`src/rtl/xosera_bus_pkg.sv`:
```
// Shared types and helpers for the Xosera 8-bit register bus initiator.
package xosera_bus_pkg;

  typedef enum logic [1:0] {
    IDLE,
    SETUP,
    STROBE,
    HOLD
  } bus_state_t;

  localparam logic BYTESEL_EVEN = 1'b0;
  localparam logic BYTESEL_ODD  = 1'b1;

  // Counter must hold the largest phase length minus one.
  function automatic int phase_cnt_width(input int s, input int t, input int h);
    int m;
    m = s;
    if (t > m) m = t;
    if (h > m) m = h;
    return $clog2(m + 1);
  endfunction

endpackage

```
`src/rtl/xosera_bus_master_if.sv`:
```
// Command/response handshake plus Xosera byte bus, seen from the initiator (master) or its environment (slave).
// Handshake: a command transfers on a clock edge where cmd_valid_i && cmd_ready_o; rsp_valid_o is a one-cycle completion pulse.
interface xosera_bus_master_if;
  import xosera_bus_pkg::*;

  logic        cmd_valid_i;
  logic        cmd_ready_o;
  logic        cmd_wr_i;
  logic        cmd_byte_i;
  logic        cmd_bytesel_i;
  logic [3:0]  cmd_reg_i;
  logic [15:0] cmd_data_i;
  logic        rsp_valid_o;
  logic [15:0] rsp_data_o;
  logic        bus_cs_n_o;
  logic        bus_rd_nwr_o;
  logic        bus_bytesel_o;
  logic [3:0]  bus_reg_num_o;
  logic [7:0]  bus_data_o;
  logic        bus_data_oe_o;
  logic [7:0]  bus_data_i;
  bus_state_t  dbg_state;

  modport master (
    input  cmd_valid_i, cmd_wr_i, cmd_byte_i, cmd_bytesel_i, cmd_reg_i, cmd_data_i, bus_data_i,
    output cmd_ready_o, rsp_valid_o, rsp_data_o, bus_cs_n_o, bus_rd_nwr_o, bus_bytesel_o,
           bus_reg_num_o, bus_data_o, bus_data_oe_o, dbg_state
  );

  modport slave (
    output cmd_valid_i, cmd_wr_i, cmd_byte_i, cmd_bytesel_i, cmd_reg_i, cmd_data_i, bus_data_i,
    input  cmd_ready_o, rsp_valid_o, rsp_data_o, bus_cs_n_o, bus_rd_nwr_o, bus_bytesel_o,
           bus_reg_num_o, bus_data_o, bus_data_oe_o, dbg_state
  );

endinterface

```
`src/rtl/xosera_bus_phase_cnt.sv`:
```
// Loadable down-counter timing the SETUP, STROBE and HOLD phases; stops at zero.
module xosera_bus_phase_cnt #(
  parameter int W = 2
) (
  input  logic         clk,
  input  logic         reset_i,
  input  logic         load,
  input  logic [W-1:0] load_val,
  output logic         zero
);

  logic [W-1:0] cnt;

  always_ff @(posedge clk) begin
    if (reset_i) begin
      cnt <= '0;
    end else if (load) begin
      cnt <= load_val;
    end else if (cnt != '0) begin
      cnt <= cnt - 1'b1;
    end
  end

  assign zero = (cnt == '0);

endmodule

```
`src/rtl/xosera_bus_master.sv`:
```
// Serialises 16-bit register read/write commands into one or two timed byte strobes on the Xosera bus.
module xosera_bus_master
  import xosera_bus_pkg::*;
#(
  parameter int SETUP_CYCLES  = 1,
  parameter int STROBE_CYCLES = 4,
  parameter int HOLD_CYCLES   = 2
) (
  input logic                clk,
  input logic                reset_i,
  xosera_bus_master_if.master bus
);

  if (SETUP_CYCLES < 1 || STROBE_CYCLES < 1 || HOLD_CYCLES < 1) begin : g_bad_timing
    $error("xosera_bus_master: SETUP/STROBE/HOLD_CYCLES must all be >= 1");
  end

  localparam int PW = phase_cnt_width(SETUP_CYCLES, STROBE_CYCLES, HOLD_CYCLES);
  localparam logic [PW-1:0] SETUP_LOAD  = PW'(SETUP_CYCLES - 1);
  localparam logic [PW-1:0] STROBE_LOAD = PW'(STROBE_CYCLES - 1);
  localparam logic [PW-1:0] HOLD_LOAD   = PW'(HOLD_CYCLES - 1);

  function automatic logic [7:0] lane_of(input logic [15:0] d, input logic sel);
    return (sel == BYTESEL_ODD) ? d[7:0] : d[15:8];
  endfunction

  bus_state_t    state, state_next;
  logic          cnt_load, cnt_zero;
  logic [PW-1:0] cnt_val;
  logic          accept, last_byte, sample, next_byte, finish, first_bsel;

  logic          ready_q, wr_q, word_q, second_q;
  logic [7:0]    data_lo_q;
  logic [15:0]   rd_buf;
  logic          cs_n_q, rd_nwr_q, bsel_q, oe_q, rsp_valid_q;
  logic [3:0]    reg_q;
  logic [7:0]    dout_q;
  logic [15:0]   rsp_data_q;

  xosera_bus_phase_cnt #(.W(PW)) u_phase_cnt (
    .clk      (clk),
    .reset_i  (reset_i),
    .load     (cnt_load),
    .load_val (cnt_val),
    .zero     (cnt_zero)
  );

  // ready_q is only ever set when the FSM is heading into IDLE.
  assign accept     = ready_q && bus.cmd_valid_i;
  assign last_byte  = !word_q || second_q;
  assign sample     = (state == STROBE) && cnt_zero && !wr_q;
  assign next_byte  = (state == HOLD) && cnt_zero && !last_byte;
  assign finish     = (state == HOLD) && cnt_zero && last_byte;
  assign first_bsel = bus.cmd_byte_i ? bus.cmd_bytesel_i : BYTESEL_EVEN;

  always_ff @(posedge clk) begin
    if (reset_i) state <= IDLE;
    else         state <= state_next;
  end

  always_comb begin
    state_next = state;
    cnt_load   = 1'b0;
    cnt_val    = SETUP_LOAD;
    case (state)
      IDLE:   if (accept)   begin state_next = SETUP;  cnt_load = 1'b1; cnt_val = SETUP_LOAD;  end
      SETUP:  if (cnt_zero) begin state_next = STROBE; cnt_load = 1'b1; cnt_val = STROBE_LOAD; end
      STROBE: if (cnt_zero) begin state_next = HOLD;   cnt_load = 1'b1; cnt_val = HOLD_LOAD;   end
      HOLD: begin
        if (cnt_zero) begin
          if (last_byte) begin
            state_next = IDLE;
          end else begin
            state_next = SETUP;
            cnt_load   = 1'b1;
            cnt_val    = SETUP_LOAD;
          end
        end
      end
      default: state_next = IDLE;
    endcase
  end

  // Address/data only move on SETUP entry, so cs_n can never fall alongside a change.
  always_ff @(posedge clk) begin
    if (reset_i) begin
      ready_q     <= 1'b0;
      wr_q        <= 1'b0;
      word_q      <= 1'b0;
      second_q    <= 1'b0;
      data_lo_q   <= 8'h00;
      rd_buf      <= 16'h0000;
      cs_n_q      <= 1'b1;
      rd_nwr_q    <= 1'b1;
      bsel_q      <= BYTESEL_EVEN;
      reg_q       <= 4'h0;
      dout_q      <= 8'h00;
      oe_q        <= 1'b0;
      rsp_valid_q <= 1'b0;
      rsp_data_q  <= 16'h0000;
    end else begin
      ready_q     <= (state_next == IDLE);
      cs_n_q      <= (state_next != STROBE);
      rsp_valid_q <= finish;
      if (accept) begin
        wr_q      <= bus.cmd_wr_i;
        word_q    <= !bus.cmd_byte_i;
        second_q  <= 1'b0;
        data_lo_q <= bus.cmd_data_i[7:0];
        rd_buf    <= 16'h0000;
        reg_q     <= bus.cmd_reg_i;
        rd_nwr_q  <= !bus.cmd_wr_i;
        bsel_q    <= first_bsel;
        dout_q    <= bus.cmd_wr_i ? lane_of(bus.cmd_data_i, first_bsel) : 8'h00;
        oe_q      <= bus.cmd_wr_i;
      end
      if (sample) begin
        if (bsel_q == BYTESEL_ODD) rd_buf[7:0]  <= bus.bus_data_i;
        else                       rd_buf[15:8] <= bus.bus_data_i;
      end
      if (next_byte) begin
        second_q <= 1'b1;
        bsel_q   <= BYTESEL_ODD;
        dout_q   <= wr_q ? data_lo_q : 8'h00;
      end
      if (finish) begin
        oe_q       <= 1'b0;
        rd_nwr_q   <= 1'b1;
        rsp_data_q <= rd_buf;
      end
    end
  end

  assign bus.cmd_ready_o   = ready_q;
  assign bus.rsp_valid_o   = rsp_valid_q;
  assign bus.rsp_data_o    = rsp_data_q;
  assign bus.bus_cs_n_o    = cs_n_q;
  assign bus.bus_rd_nwr_o  = rd_nwr_q;
  assign bus.bus_bytesel_o = bsel_q;
  assign bus.bus_reg_num_o = reg_q;
  assign bus.bus_data_o    = dout_q;
  assign bus.bus_data_oe_o = oe_q;
  assign bus.dbg_state     = state;

endmodule

```
`src/flat_wrapper.sv`:
```
// flat-port wrapper written by rule: the top's interface ports become plain ports
module xosera_bus_master_flat import xosera_bus_pkg::*;
#(
  parameter int SETUP_CYCLES  = 1,
  parameter int STROBE_CYCLES = 4,
  parameter int HOLD_CYCLES   = 2
)
  (clk, reset_i, bus_cmd_valid_i, bus_cmd_wr_i, bus_cmd_byte_i, bus_cmd_bytesel_i, bus_cmd_reg_i, bus_cmd_data_i, bus_bus_data_i, bus_cmd_ready_o, bus_rsp_valid_o, bus_rsp_data_o, bus_bus_cs_n_o, bus_bus_rd_nwr_o, bus_bus_bytesel_o, bus_bus_reg_num_o, bus_bus_data_o, bus_bus_data_oe_o, bus_dbg_state);
  xosera_bus_master_if bus_i ();
  input logic clk;
  input logic reset_i;
  input wire logic [$bits(bus_i.cmd_valid_i)-1:0] bus_cmd_valid_i;
  input wire logic [$bits(bus_i.cmd_wr_i)-1:0] bus_cmd_wr_i;
  input wire logic [$bits(bus_i.cmd_byte_i)-1:0] bus_cmd_byte_i;
  input wire logic [$bits(bus_i.cmd_bytesel_i)-1:0] bus_cmd_bytesel_i;
  input wire logic [$bits(bus_i.cmd_reg_i)-1:0] bus_cmd_reg_i;
  input wire logic [$bits(bus_i.cmd_data_i)-1:0] bus_cmd_data_i;
  input wire logic [$bits(bus_i.bus_data_i)-1:0] bus_bus_data_i;
  output wire logic [$bits(bus_i.cmd_ready_o)-1:0] bus_cmd_ready_o;
  output wire logic [$bits(bus_i.rsp_valid_o)-1:0] bus_rsp_valid_o;
  output wire logic [$bits(bus_i.rsp_data_o)-1:0] bus_rsp_data_o;
  output wire logic [$bits(bus_i.bus_cs_n_o)-1:0] bus_bus_cs_n_o;
  output wire logic [$bits(bus_i.bus_rd_nwr_o)-1:0] bus_bus_rd_nwr_o;
  output wire logic [$bits(bus_i.bus_bytesel_o)-1:0] bus_bus_bytesel_o;
  output wire logic [$bits(bus_i.bus_reg_num_o)-1:0] bus_bus_reg_num_o;
  output wire logic [$bits(bus_i.bus_data_o)-1:0] bus_bus_data_o;
  output wire logic [$bits(bus_i.bus_data_oe_o)-1:0] bus_bus_data_oe_o;
  output wire logic [$bits(bus_i.dbg_state)-1:0] bus_dbg_state;
  assign bus_i.cmd_valid_i = bus_cmd_valid_i;
  assign bus_i.cmd_wr_i = bus_cmd_wr_i;
  assign bus_i.cmd_byte_i = bus_cmd_byte_i;
  assign bus_i.cmd_bytesel_i = bus_cmd_bytesel_i;
  assign bus_i.cmd_reg_i = bus_cmd_reg_i;
  assign bus_i.cmd_data_i = bus_cmd_data_i;
  assign bus_i.bus_data_i = bus_bus_data_i;
  assign bus_cmd_ready_o = bus_i.cmd_ready_o;
  assign bus_rsp_valid_o = bus_i.rsp_valid_o;
  assign bus_rsp_data_o = bus_i.rsp_data_o;
  assign bus_bus_cs_n_o = bus_i.bus_cs_n_o;
  assign bus_bus_rd_nwr_o = bus_i.bus_rd_nwr_o;
  assign bus_bus_bytesel_o = bus_i.bus_bytesel_o;
  assign bus_bus_reg_num_o = bus_i.bus_reg_num_o;
  assign bus_bus_data_o = bus_i.bus_data_o;
  assign bus_bus_data_oe_o = bus_i.bus_data_oe_o;
  assign bus_dbg_state = bus_i.dbg_state;
  xosera_bus_master #(.SETUP_CYCLES(SETUP_CYCLES), .STROBE_CYCLES(STROBE_CYCLES), .HOLD_CYCLES(HOLD_CYCLES)) u_core (.clk(clk), .reset_i(reset_i), .bus(bus_i));
endmodule
```
`config.mk`:
```
export PLATFORM = sky130hd
export DESIGN_NAME = xosera_bus_master_flat
export DESIGN_NICKNAME = d
export VERILOG_FILES = /design/src/rtl/xosera_bus_pkg.sv /design/src/rtl/xosera_bus_master_if.sv /design/src/rtl/xosera_bus_phase_cnt.sv /design/src/rtl/xosera_bus_master.sv /design/src/flat_wrapper.sv
export SDC_FILE = /design/constraint.sdc
export NUM_CORES = 1
export LEC_CHECK = 0
export CORE_ASPECT_RATIO = 0.8
export CORE_UTILIZATION = 44
export CTS_CLUSTER_SIZE = 28
export DETAILED_ROUTE_END_ITERATION = 8
export DONT_BUFFER_PORTS = 1
export PLACE_DENSITY_LB_ADDON = 0.12
export SKIP_CTS_REPAIR_TIMING = 1
export SYNTH_ARGS = -nofsm -noshare
export SYNTH_HDL_FRONTEND = slang
export SYNTH_SLANG_ARGS = --single-unit
```
`constraint.sdc`:
```
create_clock -name clk -period 1.75 [get_ports clk]
set_input_delay 0.35 -clock clk [delete_from_list [all_inputs] [get_ports clk]]
set_output_delay 0.35 -clock clk [all_outputs]
set_load 0.02 [all_outputs]
```
==> flow_summary_export.csv, run 1 <==
group,metric,value,unit
run_status,status,"finished, final reports clean",
power_and_ir_drop,p_int,3.035,mW
sta,fin_crit_sh,95.63,%
power_and_ir_drop,leakagePower,1.122,nW
routing,wl,6228,µm
floorplan,fp-row-count,25,
worst_hold_path,hold_path.startpoint,"reset_i",
power_and_ir_drop,ir_drop,713.5,µV
sta,hold_ws,66.41,ps
routing,routedWlPerCell,15.08,µm
sta,relSlewSlack,70.73,%
floorplan,start_util,46.17,%
logic_synthesis,async_flop_share,0,%
logic_synthesis,synth-xor-area-share,0.3159,%
routing,drt_drc_violations_left,0,
cells_and_area,drive_gt1_share,16.87,%
clock_network,cts_buffers,9,
critical_path,critPathMaxFanout,18,
logic_synthesis,syn_nets,364,
run,maxCapViolCount,0,
floorplan,ios,70,
cells_and_area,n_fill_cell,592,
sta,worstMarginPinSlew,437.2,ps
critical_path,crit_arrival,1920,ps
logic_synthesis,ys_types,39,
logic_synthesis,yosys.area.top_type,"dfxtp_1",
critical_path,crit_path_end_kind,"flop",
cells_and_area,fin_cells,413,
cells_and_area,nets,367,
cells_and_area,diodes,0,
clock_network,htree_levels,3,
power_and_ir_drop,clkPwrFrac,32.2,%
clock_network,clk_pin_slew,70,ps
clock_network,insertion_delay,340,ps
logic_synthesis,synth_top_family_by_area,"simple AND/OR/NAND/NOR gates",
clock_network,clockBufferDepth,2,
sta,hold_viol,0,
routing,via_per_inst,5.499,
clock_network,cts-root-buf,"clkbuf_8",
critical_path,critPathLaunch,"u_core.u_phase_cnt.cnt[0]$_SDFFE_PP0P_",
critical_path,crit_required,1990,ps
floorplan,core_area,0.006006,mm²
power_and_ir_drop,comb_power_share,26.9,%
sta,finalClockSkew,6.976,ps
place,io_buffers,0,
routing,drtAntennaViolNets,0,
sta,fmax,597.6,MHz
worst_hold_path,hold_class,"primary input to flop",
power_and_ir_drop,switching_share,32.50,%
global_route,grt_pass1_vias,2081,
routing,dr.pass1.iters,4,
logic_synthesis,ys.flop_type,"dfxtp_1",
place,globalplace.congestion,0.8023,
place,hpwl,4118,µm
global_route,groute.usage.overall,20.19,%
logic_synthesis,synth.ff_latch_count,66,
logic_synthesis,syn_area,0.002773,mm²
sta,tns,0,ps
sta,setup_violations,0,
floorplan,fp.dieH,73,µm
logic_synthesis,synth_fa_ha_area_share,2.708,%
logic_synthesis,yosysWarningCount,0,
cells_and_area,layout.cells.most_common_list,"nand2_1, dfxtp_1, a21oi_1, nand3_1, buf_4",
routing,vias,2271,
sta,slew_viol_final,0,
logic_synthesis,yosys-top-cells-area,"dfxtp_1, nand2_1, a21oi_1",
power_and_ir_drop,p_per_area,1426,mW/mm²
logic_synthesis,synth-simple-area-share,21.66,%
critical_path,max_stage_delay,360,ps
sta,period_needed,1673,ps
global_route,grt_max_degree,67,
logic_synthesis,synth-compound-area-share,19.54,%
floorplan,dieWidth,90.75,µm
logic_synthesis,syn_area_per_cell,8.558,µm²
critical_path,slowest_stage,"dfxtp_1",
critical_path,crit_type,"flop to flop",
logic_synthesis,muxShareOfSynthArea,3.249,%
power_and_ir_drop,p_seq_share,40.9,%
global_route,grt_pass1_wl,10320,µm
global_route,antenna_found_initial,0,
power_and_ir_drop,p_sw,1.461,mW
global_route,overflow,0,
logic_synthesis,synthCells,324,
place,place_inst,396,
critical_path,crit_chain,"inv_1 -> ha_2 -> nor2b_2 -> buf_4 -> nand2_2 -> a21oi_1 -> a211oi_1",
routing,drt_iter0_drc,118,
logic_synthesis,synth_edf_count,0,
sta,rsz0062_at_grt,"true",
cells_and_area,final_common_cell,"nand2_1",
logic_synthesis,ys_seq_area_share,47.65,%
critical_path,rr_startpoint,"u_core.u_phase_cnt.cnt[0]$_SDFFE_PP0P_",
cells_and_area,syn_to_final_growth,13.72,%
logic_synthesis,synth_top_area_share,47.65,%
clock_network,cts_sinks,66,
critical_path,startpoint_type,"flop",
clock_network,cts_tree,"done",
floorplan,design.die.area,0.006625,mm²
[Yosys cell counts (2+ instances only)]
cell        n
a211oi_1   10
a21o_1      2
a21oi_1    50
a21oi_2     8
a2bb2oi_1   8
buf_1       2
buf_2       6
buf_6       3
clkbuf_1   11
dfxtp_1    66
ha_1        6
inv_1       4
mux2i_1     9
nand2_1    84
nand2_2     2
nand3_1    16
nand3_2     3
nor2_1      7
nor3b_1     2
o21ai_0     6
[flip-flops by register name, indices dropped and copies added (netlist names)]
register / count
u_core.bus.dbg_state: 2
u_core.bus.bus_data_o: 8
u_core.rd_buf: 16
u_core.bus.rsp_valid_o: 1
u_core.bus.bus_reg_num_o: 4
u_core.bus.bus_bytesel_o: 1
u_core.bus.cmd_ready_o: 1
u_core.wr_q: 1
u_core.bus.bus_cs_n_o: 1
u_core.bus.bus_rd_nwr_o: 1
u_core.word_q: 1
u_core.bus.rsp_data_o: 16
u_core.data_lo_q: 8
u_core.second_q: 1
u_core.bus.bus_data_oe_o: 1
u_core.u_phase_cnt.cnt: 3
[power groups by stage]
stage	clock, mW	combinational, mW	sequential [mW]
3_5_place_dp	0	1.17	1.87
2_1_floorplan	0	0.825	1.89
5_1_grt	1.55	1.34	1.87
3_3_place_gp	0	1.15	1.87
4_1_cts	1.49	1.18	1.84
6_report	1.45	1.21	1.84
[final cells by class]
type,instances,area [µm²],area share (%)
Clock buffer,10,137.6,4.365
Inverter,4,15.01,0.4762
Multi-Input combinational cell,231,1349,42.78
Timing Repair Buffer,15,137.6,4.365
Sequential cell,66,1324,41.98
Clock inverter,6,88.84,2.817
Tap cell,81,101.3,3.214
[path summary, 6_finish.rpt]
kind / endpoint / slack, ps / cells past startpoint
max reg2reg: u_core.bus.bus_data_o[4]$_SDFFE_PP0P_ / 80 / 7
max: u_core.bus.bus_data_o[4]$_SDFFE_PP0P_ / 80 / 7
min reg2reg: u_core.bus.rsp_data_o[1]$_SDFFE_PP0P_ / 450 / 2
min: u_core.bus.dbg_state[0]$_SDFF_PP0_ / 70 / 1
[layer usage]
layer | up-vias | global-route usage, % | wire length (µm)
li1 | 1123 | - | -
met1 | 1072 | 26.52 | 3122
met2 | 74 | 30.39 | 2626
met3 | 2 | 8.750 | 466
met4 | 0 | 5.376 | 12
met5 | - | 0 | 0
[critical path, delay by kind of cell (launching register included)]
kind / cells / cell delay [ps]
compound gates: 2 / 310
simple gates: 2 / 450
buf+inv: 2 / 240
flops: 1 / 360
fa+ha+maj: 1 / 220
[metrics by stage]
| step | setup WS, ps | area [µm²] | util, % | total power [mW] |
|---|---|---|---|---|
| 2_1_floorplan | 13.99 | 2775 | - | 2.714 |
| 3_3_place_gp | 54.40 | 2887 | 48.06 | 3.018 |
| 3_5_place_dp | 18.55 | 2887 | 48.06 | 3.038 |
| 4_1_cts | -15.27 | 3113 | 51.83 | 4.510 |
| 5_1_grt | -68.55 | 3153 | 52.50 | 4.763 |
| 6_report | 76.56 | 3153 | 52.50 | 4.496 |
[kinds of logic (layout without fill, tap and decap cells)]
kind of cell,after synthesis,after routing
adder cells (fa/ha/maj),6,6
AND/OR/NAND/NOR,127,127
multiplexers,9,9
buffers and inverters,27,35
flip-flops,66,66
XOR/XNOR,1,1
AO/OA/AOI/OAI,88,88
Note: power is estimated with default switching activity, not from simulation.
==> run 2, diff against run 1 <==
--- a/config.mk
+++ b/config.mk
@@ -5,7 +5,6 @@
 export SDC_FILE = /design/constraint.sdc
 export NUM_CORES = 1
 export LEC_CHECK = 0
-export CORE_ASPECT_RATIO = 0.8
 export CORE_UTILIZATION = 44
 export CTS_CLUSTER_SIZE = 28
 export DETAILED_ROUTE_END_ITERATION = 8
==> run 2 against run 1 <==
Net effect: setup slack improved by 23 ps; clock power fell by 21%; total power fell by 7.6%; via count fell by 3.5%; core utilization fell by 1.3 points; critical endpoint is now u_core.rd_buf[14]$_SDFF_PP0_.
==> flow_summary_export.csv, run 2 (synthesis results as in run 1) <==
group,metric,value,unit
place,place_inst,388,
clock_network,cts_sinks,66,
clock_network,cts_buffers,9,
floorplan,core_area,0.005991,mm²
floorplan,ios,70,
floorplan,fp.dieH,81.38,µm
global_route,overflow,0,
sta,worstMarginPinSlew,487.2,ps
routing,dr.pass1.iters,4,
floorplan,dieWidth,81.38,µm
cells_and_area,n_fill_cell,594,
place,place_ws,48.46,ps
critical_path,critPathMaxFanout,8,
critical_path,rr_worst_depth,6,
global_route,met1_usage,27.35,%
critical_path,slowest_stage,"or4b_4",
worst_hold_path,whs_path_depth,1,
cells_and_area,syn_to_final_growth,10.60,%
floorplan,fp-row-count,28,
global_route,grt_max_degree,67,
clock_network,cts-root-buf,"clkbuf_8",
clock_network,clockBufferDepth,2,
sta,period_needed,1651,ps
clock_network,cts_tree,"done",
routing,wl,6094,µm
routing,drtAntennaViolNets,0,
sta,setup_violations,0,
critical_path,crit_arrival,1880,ps
worst_hold_path,min_to,"u_core.bus.dbg_state[1]$_SDFF_PP0_",
critical_path,crit_type,"flop to flop",
floorplan,start_util,46.28,%
place,io_buffers,0,
routing,via_per_inst,5.412,
power_and_ir_drop,p_total,4.156,mW
cells_and_area,layout.cells.most_common_list,"nand2_1, dfxtp_1, a21oi_1, nand3_1, buf_4",
power_and_ir_drop,leakagePower,1.087,nW
cells_and_area,fin_cells,405,
cells_and_area,nets,365,
critical_path,max_stage_delay,530,ps
run,maxCapViolCount,0,
critical_path,rr_startpoint,"u_core.bus.dbg_state[0]$_SDFF_PP0_",
sta,hold_viol,0,
global_route,met2_usage,28.67,%
routing,vias,2192,
critical_path,crit_family,"simple AND/OR/NAND/NOR gates",
global_route,grt_pass1_vias,2078,
floorplan,design.die.area,0.006623,mm²
global_route,grt_pass1_wl,9963,µm
routing,drt_drc_violations_left,0,
sta,fmax,605.8,MHz
critical_path,crit_required,1980,ps
place,hpwl,3874,µm
global_route,antenna_found_initial,0,
clock_network,htree_levels,3,
global_route,grtUsageMet3,6.966,%
cells_and_area,final_area,0.003067,mm²
sta,fin_ws,99.34,ps
clock_network,insertion_delay,340,ps
routing,routedWlPerCell,15.05,µm
clock_network,clk_pin_slew,70,ps
critical_path,cp.buffers_inverters,2,
power_and_ir_drop,ir_drop,835.4,µV
global_route,groute.usage.overall,20.08,%
run_status,status,"finished, final reports clean",
critical_path,regToRegSetupSlack,100,ps
place,postPlaceCellArea,0.002864,mm²
worst_hold_path,hold_path.startpoint,"reset_i",
sta,relSlewSlack,67.44,%
worst_hold_path,hold_class,"primary input to flop",
critical_path,crit_chain,"inv_1 -> ha_2 -> buf_4 -> or4b_4 -> nand3_1 -> a21oi_1",
place,globalplace.congestion,0.8023,
routing,drt_iter0_drc,89,
sta,slew_viol_final,0,
cells_and_area,final_common_cell,"nand2_1",
cells_and_area,drive_gt1_share,15.15,%
sta,fin_crit_sh,94.32,%
cells_and_area,diodes,0,
critical_path,crit_path_end_kind,"flop",
critical_path,rr_endpoint,"u_core.rd_buf[14]$_SDFF_PP0_",
sta,finalClockSkew,9.450,ps
sta,tns,0,ps
global_route,grt_most_used_layer,"met2",
power_and_ir_drop,p_per_area,1355,mW/mm²
critical_path,startpoint_type,"flop",
## run 2: cell types whose count changed in the layout (fill, tap and decap cells not counted), sizes merged
cell | previous run | this run
buf | 15 | 13
bufinv | 2 | 0
clkbuf | 10 | 12
clkinv | 1 | 2
clkinvlp | 2 | 1
## run 2: worst max-delay path by stage
| stage | startpoint | endpoint | slack (ps) | cells past startpoint |
|---|---|---|---|---|
| 2_1_floorplan | u_core.bus.dbg_state[0]$_SDFF_PP0_ | u_core.bus.bus_cs_n_o$_SDFF_PP1_ | 10 | 6 |
| 3_3_place_gp | u_core.bus.dbg_state[0]$_SDFF_PP0_ | u_core.bus.bus_cs_n_o$_SDFF_PP1_ | 50 | 5 |
| 3_5_place_dp | u_core.u_phase_cnt.cnt[0]$_SDFFE_PP0P_ | u_core.bus.rsp_data_o[11]$_SDFFE_PP0P_ | 50 | 7 |
| 4_1_cts | u_core.u_phase_cnt.cnt[0]$_SDFFE_PP0P_ | u_core.bus.rsp_data_o[11]$_SDFFE_PP0P_ | 20 | 7 |
| 5_1_grt | u_core.bus.dbg_state[0]$_SDFF_PP0_ | u_core.bus.bus_cs_n_o$_SDFF_PP1_ | -20 | 5 |
| 6_report | u_core.bus.dbg_state[0]$_SDFF_PP0_ | u_core.rd_buf[14]$_SDFF_PP0_ | 100 | 6 |
## run 2: per-layer routing
layer | vias to the layer above | wire length [µm]
li1 | 1119 | -
met1 | 1003 | 3001
met2 | 61 | 2597
met3 | 9 | 415
met4 | 0 | 78
met5 | - | 0
## run 2: cell type report
class | instances | area (µm²) | area share, %
clock buffers | 12 | 145.1 | 4.733
clock inverters | 4 | 26.28 | 0.8568
repair buffers | 13 | 122.6 | 3.998
inverters | 4 | 15.01 | 0.4896
flip-flops and latches | 66 | 1324 | 43.17
multi-input cells | 231 | 1340 | 43.70
well taps | 75 | 93.84 | 3.060
## run 2: through the flow
stage               util, %  hold slack [ps]
floorplan                 -            432.1
global placement      47.81            420.0
detailed placement    47.81            421.4
CTS                   50.67            51.29
global route          51.19            39.34
finish                51.19            80.63
## run 2: power by group
part / internal, mW / total (mW) / switching (mW) / leakage (nW)
Combinational: 0.511 / 1.17 / 0.655 / 0.464
Clock: 0.554 / 1.14 / 0.587 / 0.0868
Sequential: 1.67 / 1.85 / 0.181 / 0.536
==> run 3, diff against run 2 <==
--- a/config.mk
+++ b/config.mk
@@ -5,7 +5,9 @@
 export SDC_FILE = /design/constraint.sdc
 export NUM_CORES = 1
 export LEC_CHECK = 0
-export CORE_UTILIZATION = 44
+export CELL_PAD_IN_SITES_DETAIL_PLACEMENT = 1
+export CELL_PAD_IN_SITES_GLOBAL_PLACEMENT = 1
+export CORE_UTILIZATION = 41
 export CTS_CLUSTER_SIZE = 28
 export DETAILED_ROUTE_END_ITERATION = 8
 export DONT_BUFFER_PORTS = 1
==> run 3 against run 2 <==
Net effect: the run now ends with DRC left; design area grew 2.0%; hold slack lost 17 ps; global-route usage grew 1.2 points; die area grew 7.1%.
==> flow_summary_export.csv, run 3 (synthesis results as in run 1) <==
group,metric,value,unit
clock_network,cts_buffers,9,
sta,worstMarginPinSlew,474.4,ps
clock_network,htree_levels,3,
cells_and_area,syn_to_final_growth,12.82,%
sta,hold_viol,0,
critical_path,crit_type,"flop to flop",
global_route,grt_pass1_wl,11750,µm
critical_path,crit_arrival,1910,ps
sta,setup_violations,0,
power_and_ir_drop,leakagePower,1.138,nW
cells_and_area,fin_cells,409,
power_and_ir_drop,p_sw,1.497,mW
critical_path,max_stage_delay,380,ps
clock_network,cts_sinks,66,
sta,fin_crit_sh,96.79,%
power_and_ir_drop,p_int,3.032,mW
cells_and_area,n_fill_cell,747,
sta,slew_viol_final,0,
routing,via_per_inst,5.597,
routing,wl,7008,µm
power_and_ir_drop,switching_share,33.05,%
floorplan,ios,70,
worst_hold_path,whs_path_depth,1,
sta,finalClockSkew,12.13,ps
global_route,grt_max_degree,67,
worst_hold_path,hold_class,"primary input to flop",
critical_path,crit_family,"simple AND/OR/NAND/NOR gates",
cells_and_area,diodes,0,
routing,routedWlPerCell,17.13,µm
critical_path,cp_num_cells,5,
run,maxCapViolCount,0,
power_and_ir_drop,ir_drop,559.4,µV
floorplan,core_area,0.006422,mm²
clock_network,cts_tree,"done",
critical_path,slowest_stage,"dfxtp_2",
cells_and_area,drive_gt1_share,15.96,%
sta,tns,0,ps
place,hpwl,4667,µm
power_and_ir_drop,comb_power_share,27.0,%
sta,period_needed,1694,ps
floorplan,fp.dieH,84.24,µm
run_status,status,"finished, violations left",
critical_path,cp.buffers_inverters,1,
place,globalplace.congestion,0.7652,
critical_path,rr_worst_depth,5,
floorplan,dieWidth,84.24,µm
routing,drtAntennaViolNets,0,
floorplan,design.die.area,0.007096,mm²
clock_network,clk_pin_slew,80,ps
routing,drt_iter0_drc,93,
critical_path,crit_chain,"inv_1 -> ha_1 -> o311ai_1 -> nand3_1 -> or3_1",
critical_path,critPathMaxFanout,5,
critical_path,crit_required,1970,ps
place,postPlaceCellArea,0.002889,mm²
cells_and_area,nets,367,
place,io_buffers,0,
floorplan,start_util,43.17,%
critical_path,startpoint_type,"flop",
clock_network,cts-root-buf,"clkbuf_8",
critical_path,crit_path_end_kind,"flop",
global_route,groute.usage.overall,21.25,%
global_route,antenna_found_initial,0,
cells_and_area,final_area,0.003128,mm²
sta,rsz0062_at_grt,"true",
cells_and_area,finish.utilization,48.70,%
global_route,grt_pass1_vias,2320,
power_and_ir_drop,p_per_area,1448,mW/mm²
routing,drt_drc_violations_left,6,
power_and_ir_drop,p_seq_share,40.9,%
routing,vias,2289,
cells_and_area,final_common_cell,"nand2_1",
clock_network,clockBufferDepth,2,
sta,relSlewSlack,68.29,%
clock_network,insertion_delay,340,ps
place,place_inst,393,
cells_and_area,layout.cells.most_common_list,"nand2_1, dfxtp_1, a21oi_1, nand3_1, buf_4",
routing,dr.pass1.iters,7,
sta,fmax,590.4,MHz
floorplan,fp-row-count,29,
global_route,overflow,0,
power_and_ir_drop,clkPwrFrac,32.2,%
run_status,violations,"DRC",
[run 3: power by group through the flow]
stage          clock [mW]  sequential, mW  combinational, mW
4_1_cts              1.48            1.85               1.21
3_5_place_dp            0            1.88               1.20
2_1_floorplan           0            1.89              0.825
3_3_place_gp            0            1.88               1.16
6_report             1.46            1.85               1.22
5_1_grt              1.56            1.88               1.35
[run 3: cell type report]
cell class              count  area [µm²]  share of cell area (%)
multi-input cells         231        1330                   42.52
inverters                   4       15.01                  0.4800
clock buffers              10       137.6                   4.400
well taps                  77       96.34                   3.080
repair buffers             15       137.6                   4.400
flip-flops and latches     66        1324                   42.32
clock inverters             6       87.58                   2.800
[run 3: layer usage]
layer  GRT usage (%)  wire (µm)  up-vias
met4           10.34        146        0
met1           28.01       3406     1092
met5               0          0        -
met2           32.41       3095       61
li1                -          -     1125
met3           5.506        360       11
[run 3: metrics by stage]
stage                     setup slack, ps  power, mW  hold slack [ps]
after floorplan                     13.99      2.714            432.1
after global placement              70.56      3.039            419.9
after detailed placement           0.4101      3.081            421.7
after CTS                          -48.59      4.548            51.00
after global routing               -51.78      4.782            44.12
final                               56.18      4.529            63.58
[run 3: worst paths after layout]
check                                           from                                endpoint  slack [ps]
hold reg to reg         u_core.rd_buf[14]$_SDFF_PP0_  u_core.bus.rsp_data_o[14]$_SDFFE_PP0P_         450
setup / recovery  u_core.bus.dbg_state[1]$_SDFF_PP0_        u_core.bus.bus_cs_n_o$_SDFF_PP1_          60
hold / removal                               reset_i  u_core.bus.rsp_data_o[10]$_SDFFE_PP0P_          60
setup reg to reg  u_core.bus.dbg_state[1]$_SDFF_PP0_        u_core.bus.bus_cs_n_o$_SDFF_PP1_          60
